[config.mk]
export PLATFORM = sky130hd
export DESIGN_NAME = ball_ctrl
export DESIGN_NICKNAME = d
export VERILOG_FILES = /design/src/rtl/ball_ctrl.sv
export SDC_FILE = /design/constraint.sdc
export NUM_CORES = 1
export LEC_CHECK = 0
export CAP_MARGIN = 10
export CORE_MARGIN = 2
export CORE_UTILIZATION = 35
export CTS_CLUSTER_DIAMETER = 100
export CTS_CLUSTER_SIZE = 30
export DETAILED_ROUTE_END_ITERATION = 7
export HOLD_SLACK_MARGIN = 0.12
export PLACE_DENSITY = 0.57
export SLEW_MARGIN = 40
export SYNTH_ARGS = -nofsm -noshare
export SYNTH_HDL_FRONTEND = slang
export SYNTH_SLANG_ARGS = --single-unit
export TNS_END_PERCENT = 100
[constraint.sdc]
create_clock -name clk -period 8.4 [get_ports clk]
set_input_delay 0.84 -clock clk [delete_from_list [all_inputs] [get_ports clk]]
set_output_delay 0.84 -clock clk [all_outputs]
set_load 0.1 [all_outputs]
[src/rtl/ball_ctrl.sv]
// ball_ctrl: ball motion controller for the ping-pong game.
// Holds the ball position and direction and advances the ball once per frame.
// The ball bounces off the top and bottom screen borders, the wall and the bar.
// A miss parks the ball for MISS_FRAMES frames and then re-centres it.
//
// Ports:
//   clk, rst                  pixel clock; asynchronous active-high reset
//   frame_tick                one-cycle pulse per frame (vertical blanking)
//   start                     serve request, sampled every cycle, used in IDLE only
//   wall_x_r                  right edge of the wall
//   bar_x_l/bar_y_t/bar_y_b   left, top and bottom edges of the bar
//   ball_x_l/x_r/y_t/y_b      registered ball bounding box
//   playing                   high while in PLAY
//   hit, miss                 one-cycle pulses, aligned with the position update
//
// Optional feature:
//   BALL_SPEEDUP_EN defined -> each bar hit raises the speed by 1, up to
//   BALL_V_MAX. The speed is reloaded with BALL_V on serve and on reset.
module ball_ctrl #(
  parameter int MAX_X       = 640,
  parameter int MAX_Y       = 480,
  parameter int BALL_SIZE   = 8,
  parameter int BALL_V      = 2,
  parameter int BALL_V_MAX  = 6,
  parameter int MISS_FRAMES = 60
) (
  input  logic       clk,
  input  logic       rst,
  input  logic       frame_tick,
  input  logic       start,
  input  logic [9:0] wall_x_r,
  input  logic [9:0] bar_x_l,
  input  logic [9:0] bar_y_t,
  input  logic [9:0] bar_y_b,
  output logic [9:0] ball_x_l,
  output logic [9:0] ball_x_r,
  output logic [9:0] ball_y_t,
  output logic [9:0] ball_y_b,
  output logic       playing,
  output logic       hit,
  output logic       miss
);

`ifdef BALL_SPEEDUP_EN
  localparam bit SPEEDUP = 1'b1;
`else
  localparam bit SPEEDUP = 1'b0;
`endif

  localparam logic [10:0] BS    = 11'(BALL_SIZE);
  localparam logic [10:0] CX    = 11'(MAX_X / 2 - BALL_SIZE / 2);
  localparam logic [10:0] CY    = 11'(MAX_Y / 2 - BALL_SIZE / 2);
  localparam logic [10:0] X_LIM = 11'(MAX_X - 2);
  localparam logic [10:0] Y_LIM = 11'(MAX_Y - 2);
  localparam logic [10:0] Y_BOT = 11'(MAX_Y - 1 - BALL_SIZE);
  localparam logic [10:0] V0    = 11'(BALL_V);
  // Without speed-up the cap equals the serve speed, so v never changes.
  localparam logic [10:0] V_CAP = SPEEDUP ? 11'(BALL_V_MAX) : V0;
  localparam int          CW    = (MISS_FRAMES > 1) ? $clog2(MISS_FRAMES) : 1;
  localparam logic [CW-1:0] CNT_LAST = CW'(MISS_FRAMES - 1);

  typedef enum logic [1:0] {IDLE, PLAY, MISS} state_t;

  state_t        state_q, state_d;
  logic [10:0]   x_l_q, x_l_d, y_t_q, y_t_d, x_r_q, y_b_q;
  logic [10:0]   v_q, v_d;
  logic          dir_x_q, dir_x_d;   // 1 = right
  logic          dir_y_q, dir_y_d;   // 1 = down
  logic [CW-1:0] cnt_q, cnt_d;
  logic          hit_d, miss_d, hit_q, miss_q;

  logic [10:0]   wall_r, bar_l, bar_t, bar_b;
  logic [10:0]   y_step;
  logic          dir_y_step;
  logic          bar_hit;

  assign wall_r = {1'b0, wall_x_r};
  assign bar_l  = {1'b0, bar_x_l};
  assign bar_t  = {1'b0, bar_y_t};
  assign bar_b  = {1'b0, bar_y_b};

  always_comb begin
    y_step     = y_t_q;
    dir_y_step = dir_y_q;
    if (dir_y_q) begin
      if (y_b_q + v_q > Y_LIM) begin
        y_step     = Y_BOT;
        dir_y_step = 1'b0;
      end else begin
        y_step = y_t_q + v_q;
      end
    end else begin
      if (y_t_q < v_q + 11'd1) begin
        y_step     = 11'd1;
        dir_y_step = 1'b1;
      end else begin
        y_step = y_t_q - v_q;
      end
    end
    bar_hit = dir_x_q && (x_r_q + v_q >= bar_l) && (x_r_q < bar_l) &&
              (y_b_q >= bar_t) && (y_t_q <= bar_b);
  end

  always_comb begin
    state_d = state_q;
    x_l_d   = x_l_q;
    y_t_d   = y_t_q;
    dir_x_d = dir_x_q;
    dir_y_d = dir_y_q;
    v_d     = v_q;
    cnt_d   = cnt_q;
    hit_d   = 1'b0;
    miss_d  = 1'b0;
    case (state_q)
      IDLE: begin
        x_l_d = CX;
        y_t_d = CY;
        if (start) begin
          state_d = PLAY;
          dir_x_d = 1'b1;
          dir_y_d = 1'b1;
          v_d     = V0;
        end
      end
      PLAY: begin
        if (frame_tick) begin
          y_t_d   = y_step;
          dir_y_d = dir_y_step;
          if (!dir_x_q) begin
            if (x_l_q < wall_r + 11'd1 + v_q) begin
              x_l_d   = wall_r + 11'd1;
              dir_x_d = 1'b1;
            end else begin
              x_l_d = x_l_q - v_q;
            end
          end else if (bar_hit) begin
            x_l_d   = bar_l - BS;
            dir_x_d = 1'b0;
            hit_d   = 1'b1;
            if (v_q < V_CAP) v_d = v_q + 11'd1;
          end else if (x_r_q + v_q > X_LIM) begin
            // A miss freezes the whole position, so undo the y step taken above.
            state_d = MISS;
            miss_d  = 1'b1;
            cnt_d   = '0;
            y_t_d   = y_t_q;
            dir_y_d = dir_y_q;
          end else begin
            x_l_d = x_l_q + v_q;
          end
        end
      end
      MISS: begin
        if (frame_tick) begin
          if (cnt_q == CNT_LAST) begin
            state_d = IDLE;
            cnt_d   = '0;
            x_l_d   = CX;
            y_t_d   = CY;
          end else begin
            cnt_d = cnt_q + CW'(1);
          end
        end
      end
      default: state_d = IDLE;
    endcase
  end

  always_ff @(posedge clk or posedge rst) begin
    if (rst) begin
      state_q <= IDLE;
      x_l_q   <= CX;
      x_r_q   <= CX + BS - 11'd1;
      y_t_q   <= CY;
      y_b_q   <= CY + BS - 11'd1;
      dir_x_q <= 1'b1;
      dir_y_q <= 1'b1;
      v_q     <= V0;
      cnt_q   <= '0;
      hit_q   <= 1'b0;
      miss_q  <= 1'b0;
    end else begin
      state_q <= state_d;
      x_l_q   <= x_l_d;
      x_r_q   <= x_l_d + BS - 11'd1;
      y_t_q   <= y_t_d;
      y_b_q   <= y_t_d + BS - 11'd1;
      dir_x_q <= dir_x_d;
      dir_y_q <= dir_y_d;
      v_q     <= v_d;
      cnt_q   <= cnt_d;
      hit_q   <= hit_d;
      miss_q  <= miss_d;
    end
  end

  assign ball_x_l = x_l_q[9:0];
  assign ball_x_r = x_r_q[9:0];
  assign ball_y_t = y_t_q[9:0];
  assign ball_y_b = y_b_q[9:0];
  assign playing  = (state_q == PLAY);
  assign hit      = hit_q;
  assign miss     = miss_q;

endmodule

# == Word-level counts from Yosys, hierarchy flattened ==
# Cells that the tools add are included.
# W data, S select, Z words.
# word_totals
wordCells,122
inputBits,44
reg_bits,67
output_inout_bits,43
# classes
magnitude_cmp,9
eq_ne,13
n_reduce_logical,12
n_mux,62
n_addsub,15
# op_table
operator,count
$mux W11,21
$pmux W11 S3,2
$add A11 B11 Y11,5
$mux W6,6
$add A11 B4 Y11 const B,2
$ge A11 B10 Y1,2
$lt A11 B11 Y1,2
$pmux W11 S2,1
$sub A11 B1 Y11 const B,2
$sub A11 B11 Y11,2
$mux W1,21
$mux W2,7
$pmux W6 S2,1
$reduce_and A6 Y1,2
$add A10 B1 Y11 const B,1
$add A11 B1 Y11 const B,1
$gt A11 B10 Y1 const B,1
$gt A11 B9 Y1 const B,1
$le A11 B10 Y1,1
$lt A11 B10 Y1,1
$lt A11 B2 Y1 const B,1
$sub A10 B4 Y11 const B,1
$ne A2 B2 Y1 const B,5
$ne A2 B1 Y1 const B,4
other kinds (13),18

# == Depth between registers and ports, before layout ==
# logic_depth
depth_word,12
depth_mapped,28

# == Worst setup path after synthesis ==
# OpenSTA, ideal clock, no wires.
# synth_path
path_type,input to register
start,input port wall_x_r[0]
end,register x_r_q[10]
required_time_ps,8277
cell_stages,26
slack_ps,3074
path_buffers,0
arrival_ps,5204
setup_time_ps,123
cell_sequence,ha_1 -> xor2_1 -> ha_1 -> nor2b_1 -> o21ai_0 -> a21oi_1 -> o21ai_0 -> a21oi_1 -> o21ai_0 -> nand2b_1 -> a21o_1 -> a21oi_1 -> xnor2_1 -> ha_1 -> a21oi_1 -> o211a_1 -> o21ai_0 -> nand2_1 -> mux2i_1 -> o22a_1 -> a21oi_1 -> a2111o_1 -> ha_1 -> nand2b_1 -> nand4_1 -> xnor2_1
# synth_via
elab_chain_len,9
# synth_rtl
item,line,source
"start, declared",31,"input logic [9:0] wall_x_r,"
$add A10 B1 Y11 *,"130, 131",
$add A11 B11 Y11,130,if (x_l_q < wall_r + 11'd1 + v_q) begin
$lt A11 B11 Y1,130,
$mux W11 *,130,
$mux W11 *,129,if (!dir_x_q) begin
$mux W11 *,126,if (frame_tick) begin
$pmux W11 S3 *,114,case (state_q)
$add A11 B4 Y11 *,185,x_r_q <= x_l_d + BS - 11'd1;
$sub A11 B1 Y11 *,185,
"end signal, assigned",173,x_r_q <= CX + BS - 11'd1;
"end signal, assigned",185,
"end, declared",65,"logic [10:0] x_l_q, x_l_d, y_t_q, y_t_d, x_r_q, y_b_q;"
# Every way passes the cells marked *; elsewhere a longest branch is shown, timed or not.
# A chain may end at the register's enable or synchronous reset.

# == Worst setup path after layout ==
# Same ends and word-level chain as after synthesis.

==> run metrics <==
maxcap violations 0; clk_lat worst skew 0.34 ns; post-CTS setup repair buffer count 0; post-synthesis mux area share 0.8254%; antenna violations before repair 0; Tmin final 6.515 ns; PwrDens 427.7 nW/µm²; Post-synth EDFFs 0; Yosys cell types 84; DRC Markers 0; DR vias 7708; HP Class reg -> reg; core area 24250 µm²; final net count 1279; Worst Max-Slew Pin Slew 0.7876 ns; Final Hold Fails 0; main flop type after synthesis dfrtp_1; post-route ant nets 0; Final Total Pwr 4.134 mW; pre-CTS setup slack 1.585 ns; Initial DRC Count 643; clk buf depth 2; WL final 25.65 mm; Setup TNS 0 ns; largest family of logic cells by synthesized area compound AO/OA/AOI/OAI gates; DP HPWL 20.63 mm; total global routing overflow 0; gr usage total 19.92%; port bufs 86; largest net degree at the start of global routing 68; Max Fanout on Critical Path 16; Req. time, crit path 8.62 ns; Final Max Slew Viols 0; crit path launch type input port; Hold WS 0.4814 ns; wire per inst 18.05 µm; area delta synth->final 11.86%; Die Ht 161.1 µm; YS warnings 0; die area 25960 µm²; Mapped Avg Cell Area 8.198 µm²; cell count after synthesis 1054; # resized after CTS 0; hold buffers post-CTS 0; global-route wire length before repair 40.51 mm; RePlAce Congestion 0.8660; worst relative slew slack 47.33%; clock-pin transition on the worst setup and hold timing paths 0.05 ns; Final setup violation count 0; DR pass1 iterations 5; post-route clock skew 0.009270 ns; vias in the first global route 7417; CTS tree done; FP Rows 57; Max VDD drop 163.2 µV; CP Class in -> reg; Crit path largest cell delay 0.58 ns; Mapped Area 8641 µm²; Worst Path Arrival 6.73 ns; Vias/cell 5.424; RSZ-0062 raised after global routing false; clk sinks 67; Setup crit end kind register; status complete, no violations; io pins 87; worst setup margin 1.885 ns; CP dominant cell by count a21oi_1; Synth Area in Compound Gates 23.26%; layout cells sized above 1 10.30%; syn nets 1241; initial core utilization 35.63%; Synth Area in Simple Gates 17.04%; # diodes 0; total CTS buffers 9; asr flop ratio synth 100.0%; Die Wd 161.1 µm; post-synthesis sequential area ratio 19.74%; ratio of final minimum period to clock period 77.56%; H-tree levels 3; post-synthesis xor/xnor area fraction 7.993%; adder-cell share of the synthesized area 21.31%; Crit-path slowest cell clkdlybuf4s50_1; clk root buf clkbuf_16; Static Leak 4.507 nW; post-synthesis register bit count 67; FMAX 153.5 MHz
==> cell usage in the layout, fill, tap and decap left out, types with 9 or more instances in the layout <==
master	count
clkbuf_16	9
nand2_1	50
nand2b_1	19
a211oi_1	14
o22ai_1	9
o21ai_0	56
and3_1	9
nor2_1	74
nor2b_1	10
clkdlybuf4s50_1	43
buf_2	43
inv_1	108
a211o_1	11
nand4_1	17
xnor2_1	53
dfrtp_1	44
o211ai_1	11
nor3_1	24
a21oi_1	78
ha_1	136
dfstp_2	23
xor2_1	24
a21o_1	22
nand3_1	26
o21bai_1	11
==> through the flow <==
step	instance area, µm²	cells	util [%]
4_1_cts	9666	1421	39.86
2_1_floorplan	8641	1054	-
6_report	9666	1421	39.86
5_1_grt	9666	1421	39.86
3_5_place_dp	9330	1405	38.48
3_3_place_gp	9542	1405	39.35
==> layout make-up <==
type                       instances  area, µm²
multi-input combinational        808       6086
clock buffer                      12      236.5
timing repair buffer              95      716.9
tap                              324      405.4
inverter                         111      416.7
sequential                        67       1705
clock inverter                     4      98.84
fill                            2513      14580
==> flip-flops by register name, indices dropped and copies added, names as in the netlist <==
signal and count:
hit 1, y_t_q 11, miss 1, dir_y_q 1, x_l_q 11, y_b_q 11, dir_x_q 1, cnt_q 6
x_r_q 11, v_q 11, state_q 2
==> per-layer routing <==
layer,global-route usage [%],vias to the layer above,part of all wire [%]
met5,0,-,0
met4,5.357,0,1.6
met3,3.493,28,5.8
met2,30.73,221,43
met1,28.66,3632,49
li1,-,3827,-
==> power breakdown <==
part | internal [mW] | switching (mW) | leakage [nW]
sequential | 0.481 | 0.216 | 0.829
clock | 0.291 | 0.146 | 0.161
combinational | 1.01 | 1.99 | 3.52
==> logic make-up after synthesis <==
| kind of cell | count (synthesis) |
|---|---|
| adder cells (fa/ha/maj) | 143 |
| AO/OA/AOI/OAI | 295 |
| XOR/XNOR | 78 |
| buffers and inverters | 179 |
| flip-flops | 67 |
| multiplexers | 7 |
| AND/OR/NAND/NOR | 285 |
==> cells in the mapped netlist (all sizes together) (4+ instances only) <==
library cell    n  area (µm²)
nand2b         19       118.9
inv           110       412.9
dfrtp          44        1101
o31ai           5       37.54
nor2b          10       62.56
a21o           22       165.2
o21bai         11       82.58
xnor2          54       480.5
o221ai          4       35.03
nor2           75       284.0
o21ai          58       290.3
nor3           25       130.1
ha            136        1702
fa              7       140.1
a2111oi         5       43.79
clkbuf         20       75.07
or4             5       45.04
nand2          50       187.7
and3            9       56.30
mux2i           6       60.06
o32ai           4       35.03
a211o          11       96.34
a21oi          81       416.7
o21a            8       60.06
o22ai           9       56.30
nor4            9       62.56
o22a            7       61.31
or2            10       62.56
buf            48       357.8
and2            8       50.05
or3             8       50.05
xor2           24       210.2
o211ai         11       82.58
dfstp          23       604.3
nand3          26       130.1
a31oi           8       65.06
nand4          17       106.4
a211oi         15       117.6
==> path summary, 6_finish.rpt <==
path                        startpoint   endpoint  slack [ns]  depth (start not counted)
setup reg to reg                v_q[1]  x_r_q[10]        2.56                         23
max in group asynchronous          rst  x_r_q[10]        6.96                          3
min in group asynchronous          rst       miss        0.98                          3
setup / recovery           wall_x_r[0]  x_r_q[10]        1.89                         27
hold / removal                cnt_q[4]   cnt_q[4]        0.48                          1
hold reg to reg               cnt_q[4]   cnt_q[4]        0.48                          1
==> critical path: cells and delay by family <==
family	cells	cell delay, ns
xor+xnor	3	0.53
mux	1	0.34
fa+ha+maj	4	1.04
simple gates	5	1.05
compound gates	13	2.36
buf+inv	1	0.58
No activity file was read; power rests on OpenSTA's default activity.
